File: config.mk
export PLATFORM = sky130hd
export DESIGN_NAME = nn_scheduler
export DESIGN_NICKNAME = d
export VERILOG_FILES = /design/src/rtl/nn_scheduler.sv
export SDC_FILE = /design/constraint.sdc
export NUM_CORES = 1
export LEC_CHECK = 0
export ABC_AREA = 1
export CORE_MARGIN = 1.5
export CORE_UTILIZATION = 45
export CTS_CLUSTER_DIAMETER = 100
export CTS_CLUSTER_SIZE = 10
export DETAILED_ROUTE_END_ITERATION = 12
export PLACE_DENSITY = 0.86
export SYNTH_ARGS = -nofsm -noshare
export SYNTH_HDL_FRONTEND = slang
export SYNTH_SLANG_ARGS = --single-unit
File: constraint.sdc
create_clock -name clk -period 10.4 [get_ports clk]
set_clock_uncertainty 0.2 [all_clocks]
set_input_delay 2.6 -clock clk [delete_from_list [all_inputs] [get_ports clk]]
set_output_delay 2.6 -clock clk [all_outputs]
set_load 0.005 [all_outputs]
File: src/rtl/nn_scheduler.sv
// nn_scheduler: arbitrates two requesters onto one shared nn core.
// After reset it fires a single weight-load enable pulse and idles for
// INIT_WAIT cycles. It then accepts one operand pair at a time and issues
// it to the core. It waits NN_LATENCY cycles, captures the result and holds
// it until the consumer takes it.
module nn_scheduler #(
    parameter int NN_LATENCY = 8,
    parameter int INIT_WAIT  = 3
) (
    input  logic        clk,
    input  logic        reset,
    input  logic        req0_valid,
    output logic        req0_ready,
    input  logic [31:0] req0_in1,
    input  logic [31:0] req0_in2,
    input  logic        req1_valid,
    output logic        req1_ready,
    input  logic [31:0] req1_in1,
    input  logic [31:0] req1_in2,
    output logic        resp_valid,
    input  logic        resp_ready,
    output logic        resp_id,
    output logic [31:0] resp_data,
    output logic        resp_ovf,
    output logic        resp_zero,
    output logic        nn_enable,
    output logic [31:0] nn_input_1,
    output logic [31:0] nn_input_2,
    input  logic [31:0] nn_final_output,
    input  logic        nn_total_ovf,
    input  logic        nn_total_zero,
    output logic        busy
);

    typedef enum logic [2:0] {
        ST_INIT,
        ST_INIT_WAIT,
        ST_IDLE,
        ST_ISSUE,
        ST_WAIT,
        ST_RESP
    } state_t;

    state_t      state;
    state_t      next_state;
    logic [15:0] cnt;
    logic        last_grant;
    logic        grant_id;
    logic        handshake;

    // With both requesters valid the one not served last time wins
    assign grant_id  = (req0_valid && req1_valid) ? ~last_grant : req1_valid;
    assign handshake = (req0_valid && req0_ready) || (req1_valid && req1_ready);
    assign busy      = (state != ST_IDLE);

    // State register; reset forces INIT so the weight-load pulse repeats
    always_ff @(posedge clk or posedge reset) begin
        if (reset)
            state <= ST_INIT;
        else
            state <= next_state;
    end

    // Next-state logic plus the core enable and the same-cycle grants
    always_comb begin
        next_state = state;
        nn_enable  = 1'b0;
        req0_ready = 1'b0;
        req1_ready = 1'b0;
        unique case (state)
            ST_INIT: begin
                nn_enable  = 1'b1;
                next_state = ST_INIT_WAIT;
            end
            ST_INIT_WAIT: begin
                if (cnt == 16'd0)
                    next_state = ST_IDLE;
            end
            ST_IDLE: begin
                if (req0_valid || req1_valid) begin
                    req0_ready = ~grant_id;
                    req1_ready = grant_id;
                    next_state = ST_ISSUE;
                end
            end
            ST_ISSUE: begin
                nn_enable  = 1'b1;
                next_state = ST_WAIT;
            end
            ST_WAIT: begin
                if (cnt == 16'd0)
                    next_state = ST_RESP;
            end
            ST_RESP: begin
                if (resp_ready)
                    next_state = ST_IDLE;
            end
            default: next_state = ST_INIT;
        endcase
        if (reset)
            nn_enable = 1'b0;
    end

    // Datapath: counters, operand latch, arbitration history and result capture
    always_ff @(posedge clk or posedge reset) begin
        if (reset) begin
            cnt        <= 16'd0;
            last_grant <= 1'b1;
            nn_input_1 <= 32'd0;
            nn_input_2 <= 32'd0;
            resp_id    <= 1'b0;
            resp_data  <= 32'd0;
            resp_ovf   <= 1'b0;
            resp_zero  <= 1'b0;
            resp_valid <= 1'b0;
        end else begin
            unique case (state)
                ST_INIT: begin
                    cnt <= 16'(INIT_WAIT - 1);
                end
                ST_INIT_WAIT: begin
                    if (cnt != 16'd0)
                        cnt <= cnt - 16'd1;
                end
                ST_IDLE: begin
                    if (handshake) begin
                        last_grant <= grant_id;
                        resp_id    <= grant_id;
                        nn_input_1 <= grant_id ? req1_in1 : req0_in1;
                        nn_input_2 <= grant_id ? req1_in2 : req0_in2;
                    end
                end
                ST_ISSUE: begin
                    cnt <= 16'(NN_LATENCY - 1);
                end
                ST_WAIT: begin
                    if (cnt == 16'd0) begin
                        resp_data  <= nn_final_output;
                        resp_ovf   <= nn_total_ovf;
                        resp_zero  <= nn_total_zero;
                        resp_valid <= 1'b1;
                    end else begin
                        cnt <= cnt - 16'd1;
                    end
                end
                ST_RESP: begin
                    if (resp_ready)
                        resp_valid <= 1'b0;
                end
                default: cnt <= 16'd0;
            endcase
        end
    end

endmodule

# Yosys cells after proc, flatten, opt, wreduce, memory -nomap -nowiden
# Index checks and enable logic that the tools add are counted.
[totals]
rom_bits = 0
output_inout_bits = 104
memories = 0
mem_bits_rw = 0
reg_bits = 120
wordCells = 62
latchBits = 0
[op_classes]
order_cmp = 0
n_bitwise = 3
add_sub_neg = 1
div_mod_pow = 0
reduce_logical = 16
shifts = 0
eq_ne = 12
muxes = 20
mul = 0
[ops]
columns = ["op", "count"]
rows = [
  ["$pmux W16 S5", 1],
  ["$mux W32", 2],
  ["$mux W16", 2],
  ["$pmux W3 S6", 1],
  ["$logic_not A16 Y1", 1],
  ["$reduce_bool A16 Y1", 1],
  ["$sub A16 B1 Y16 const B", 1],
  ["$mux W3", 4],
  ["$ne A2 B2 Y1 const B", 6],
  ["$mux W1", 9],
  ["$eq A3 B2 Y1 const B", 2],
  ["$eq A3 B3 Y1 const B", 2],
  ["$reduce_and A3 Y1", 2],
  ["$reduce_and A2 Y1", 2],
  ["$reduce_and A4 Y1", 1],
  ["$reduce_or A2 Y1", 2],
  ["$eq A3 B1 Y1 const B", 1],
  ["$logic_and A1 B1 Y1", 3],
  ["$logic_not A3 Y1", 1],
  ["$ne A3 B2 Y1 const B", 1],
  ["$not A1 Y1", 3],
  ["$logic_or A1 B1 Y1", 2],
  ["$pmux W1 S2", 1],
  ["$reduce_bool A2 Y1", 1],
]

# Depth between registers and ports, before layout
[logic_depth]
ltp_word = 8
depth_mapped = 10

# Worst setup path before layout
# OpenSTA, ideal clock, no wires.
[synth_timing]
path_type = "input -> output"
start = "in req1_valid"
end = "out req0_ready"
arrival_time_ns = 3.299
path_stages = 4
required_ns = 7.600
slack_ns = 4.301
cell_sequence = "nor2_2 buf_2 clkbuf_1 nor3_1"
[synth_via]
elab_chain_cells = 5
word_cells_on_any_way = 6
[synth_rtl]
columns = ["element", "line", "rtl"]
rows = [
  ["start, declared", "16", "input logic req1_valid,"],
  ["$logic_and A1 B1 Y1", "52", "assign grant_id = (req0_valid && req1_valid) ? ~last_grant : req1_valid;"],
  ["$mux W1", "52", ""],
  ["$not A1 Y1", "81", "req0_ready = ~grant_id;"],
  ["$mux W1 (*)", "80", "if (req0_valid || req1_valid) begin"],
  ["$mux W1 (*)", "70", "unique case (state)"],
  ["end, declared", "13", "output logic req0_ready,"],
]
# Mark *: on every way between the ends. The rest lies on a longest branch, timed or not.

# Final worst setup path
[layout_timing]
start = "in req0_valid"
end = "out req1_ready"
[layout_via]
elab_chain_cells = 4
word_cells_on_any_way = 5
[layout_rtl]
columns = ["element", "line", "rtl"]
rows = [
  ["start, declared", "12", "input logic req0_valid,"],
  ["$logic_and A1 B1 Y1", "52", ""],
  ["$mux W1", "52", ""],
  ["$mux W1 (*)", "80", ""],
  ["$mux W1 (*)", "70", ""],
  ["end, declared", "17", "output logic req1_ready,"],
]
# Marked as above.

==> impl_metrics.ini <==
[outcome]
status = complete, no violations

[setup_path]
slowest_stage = buf_4
critPathKind = input pin to output port
worstPathArrival_ns = 4.50
reg2reg_from = state[2]
reg2reg_depth = 5
crit_chain = clkdlybuf4s50_1, nand2_1, nand2_2, buf_4, nor2_1, clkdlybuf4s50_1
r2r_end = nn_input_2[15]
slowest_delay_ns = 0.57
start_kind = input pin
cp_max_fo = 65
required_ns = 7.60
crit_path_frequent_cell = clkdlybuf4s50_1
startpoint = req0_valid
crit_path_end_kind = output port
reg2reg_slack_ns = 7.25
worstSetupEndpoint = req1_ready

[clock_network]
clockBufferDepth = 2
clk_pin_slew_worst_paths_ns = 0.05
cts-root-buf = clkbuf_16
cts_setup_buffers = 0
cts.sinks = 120
numCtsBuffers = 17
cts_resized = 0
cts_tree = built
postCtsHoldBufs = 0
cts_max_level = 4
clk_latency_ns = 0.42

[layout]
multiInputGateArea_um2 = 2380
final_nets = 1137
syn_to_final_growth_pct = 56.6
fillers = 982
regArea_um2 = 3000
finalInstanceArea_um2 = 9130
drive_gt1_frac = 0.0704
n_antenna_cell = 0

[pwr]
p_clk_frac = 0.216
switchingPower_uw = 904
p_per_area_nw_per_um2 = 280
switching_share = 0.354
comb_power_share = 0.459
intPower_mw = 1.65
seq_power_share = 0.325
p_total_mw = 2.55
ir_worst_vdd_v = 0.000171
power_leakage_nw = 4.06

[yosys]
async_flop_share = 1.00
yosysWarnings = 0
synth_flop_cell = dfrtp_1
synth_edf_count = 0
synth-seq-cells = 120
syn_nets = 888
synth_compound_area_frac = 0.223
synth_top_family_by_area = compound AO/OA/AOI/OAI gates
synth_mux_area_frac = 0
synth_top_area_cell = dfrtp_1
post_synth_fa_ha_maj_area_fraction = 0.00429
seq_area_frac_synth = 0.515
synth_area_leaders = dfrtp_1 51%, o21ai_0 14%, nand2_1 6.7%
synth_simple_gate_area_frac = 0.173
synth_top_area_frac = 0.511
yosysMostFrequentCell = o21ai_0
syn_avg_cell_area_um2 = 8.11
synth_xor_area_frac = 0.00751
postSynthCellCount = 719
yosys-top-cells-count = 161 x o21ai_0, 119 x dfrtp_1, 104 x nand2_1
synth.distinct_cells = 33
synth_area_um2 = 5830

[route]
ant_nets = 0
vias = 5945
drt_iter0_markers = 378
drt-vias-per-instance = 5.16
wirelength_um = 18200
wire_per_inst_um = 15.8
drtPass1Iterations = 4
drc_errors = 0

[hold_path]
hold_depth = 2
min_path_type = flip-flop to flip-flop

[timing]
setup_tns_ns = 0
max_slew_margin = 0.205
hold_slack_ns = 0.281
fmax_mhz = 137
rsz0062_at_grt = no
min_period_ns = 7.30
finalMaxSlewViolations = 0
worst_pin_slew_ns = 1.19
setup_violations = 0
min_period_over_period = 0.702
hold_viol_final = 0

[placement]
placed_area_um2 = 8570
portBuffers = 270
hpwl_um = 12400
gp_congestion = 0.866

[global_route]
grt_max_degree = 74
grt_pass1_wl_um = 27600
grt_use_total = 0.266
grt_pass1_vias = 5569
antenna_found_initial = 0
gr-total-overflow = 0

[run]
maxCapViolCount = 0

[floorplanning]
floorplan.die_area_um2 = 13700
start_util = 0.462
fp-row-count = 41
core_area_um2 = 12600
dieWidth_um = 117
io_pins = 271
die_h_um = 117
## area by class of cell
| cell class | count | area share |
|---|---|---|
| Clock buffer | 22 | 0.0530 |
| Clock inverter | 9 | 0.00808 |
| Multi-Input combinational cell | 492 | 0.261 |
| Inverter | 63 | 0.0262 |
| Sequential cell | 120 | 0.329 |
| Timing Repair Buffer | 274 | 0.299 |
| Tap cell | 172 | 0.0236 |
## how the worst min path moves through the flow
stage / slack, ns / end / startpoint
final: 0.28 / resp_data[11] / resp_data[11]
after global routing: 0.30 / last_grant / last_grant
after CTS: 0.28 / last_grant / last_grant
after detailed placement: 0.27 / resp_data[17] / resp_data[17]
after global placement: 0.26 / resp_data[24] / resp_data[24]
after floorplan: 0.25 / last_grant / last_grant
## stage by stage
step	worst slack, ns	utilization	instances
2_1_floorplan	4.30	-	719
6_report	3.10	0.724	1152
4_1_cts	3.09	0.724	1152
3_3_place_gp	3.10	0.679	1121
5_1_grt	2.96	0.724	1152
3_5_place_dp	3.10	0.679	1121
## power by group through the flow
| stage | combinational (mW) | sequential [mW] | clock [mW] |
|---|---|---|---|
| after floorplan | 0.571 | 0.836 | 0 |
| after detailed placement | 1.17 | 0.831 | 0 |
| after global routing | 1.31 | 0.858 | 0.584 |
| after global placement | 1.15 | 0.823 | 0 |
| after CTS | 1.18 | 0.829 | 0.560 |
| final | 1.17 | 0.830 | 0.551 |
## critical path, delay by kind of cell
family | cells | cell delay, ns
simple gates | 3 | 0.30
buf+inv | 3 | 1.60
## flip-flops by register name (all words and copies together) (netlist names)
signal      count
nn_input_2     32
cnt            16
state           3
resp_ovf        1
resp_data      32
resp_zero       1
nn_input_1     32
resp_valid      1
last_grant      1
resp_id         1
## cells in the final DEF (no fill, tap or decap), types with 7 or more instances in the layout
| cell type | Yosys | layout |
|---|---|---|
| clkdlybuf4s50_1 | 0 | 270 |
| o21ai_0 | 161 | 161 |
| dfrtp_1 | 119 | 119 |
| nand2_1 | 104 | 103 |
| nor2_1 | 90 | 90 |
| o21ai_1 | 70 | 70 |
| inv_1 | 59 | 58 |
| nand3_1 | 20 | 20 |
| clkbuf_16 | 0 | 17 |
| o21ai_2 | 11 | 11 |
| clkinv_2 | 0 | 7 |
## routing by layer
metal  global-route usage  vias up  wire (µm)
met4                0.103        0        501
met3                0.129       36       1970
li1                     -     2862          -
met5                    0        -          0
met2                0.455      236       9270
met1                0.286     2811       6460
## cell families after synthesis
group,count (synthesis)
AOI/OAI and AO/OA,250
xor gates and xnor gates,5
adders and majority gates,2
buffers and inverters,107
DFF,120
and+or+nand+nor,235
Note: power is estimated with default switching activity, not from simulation.
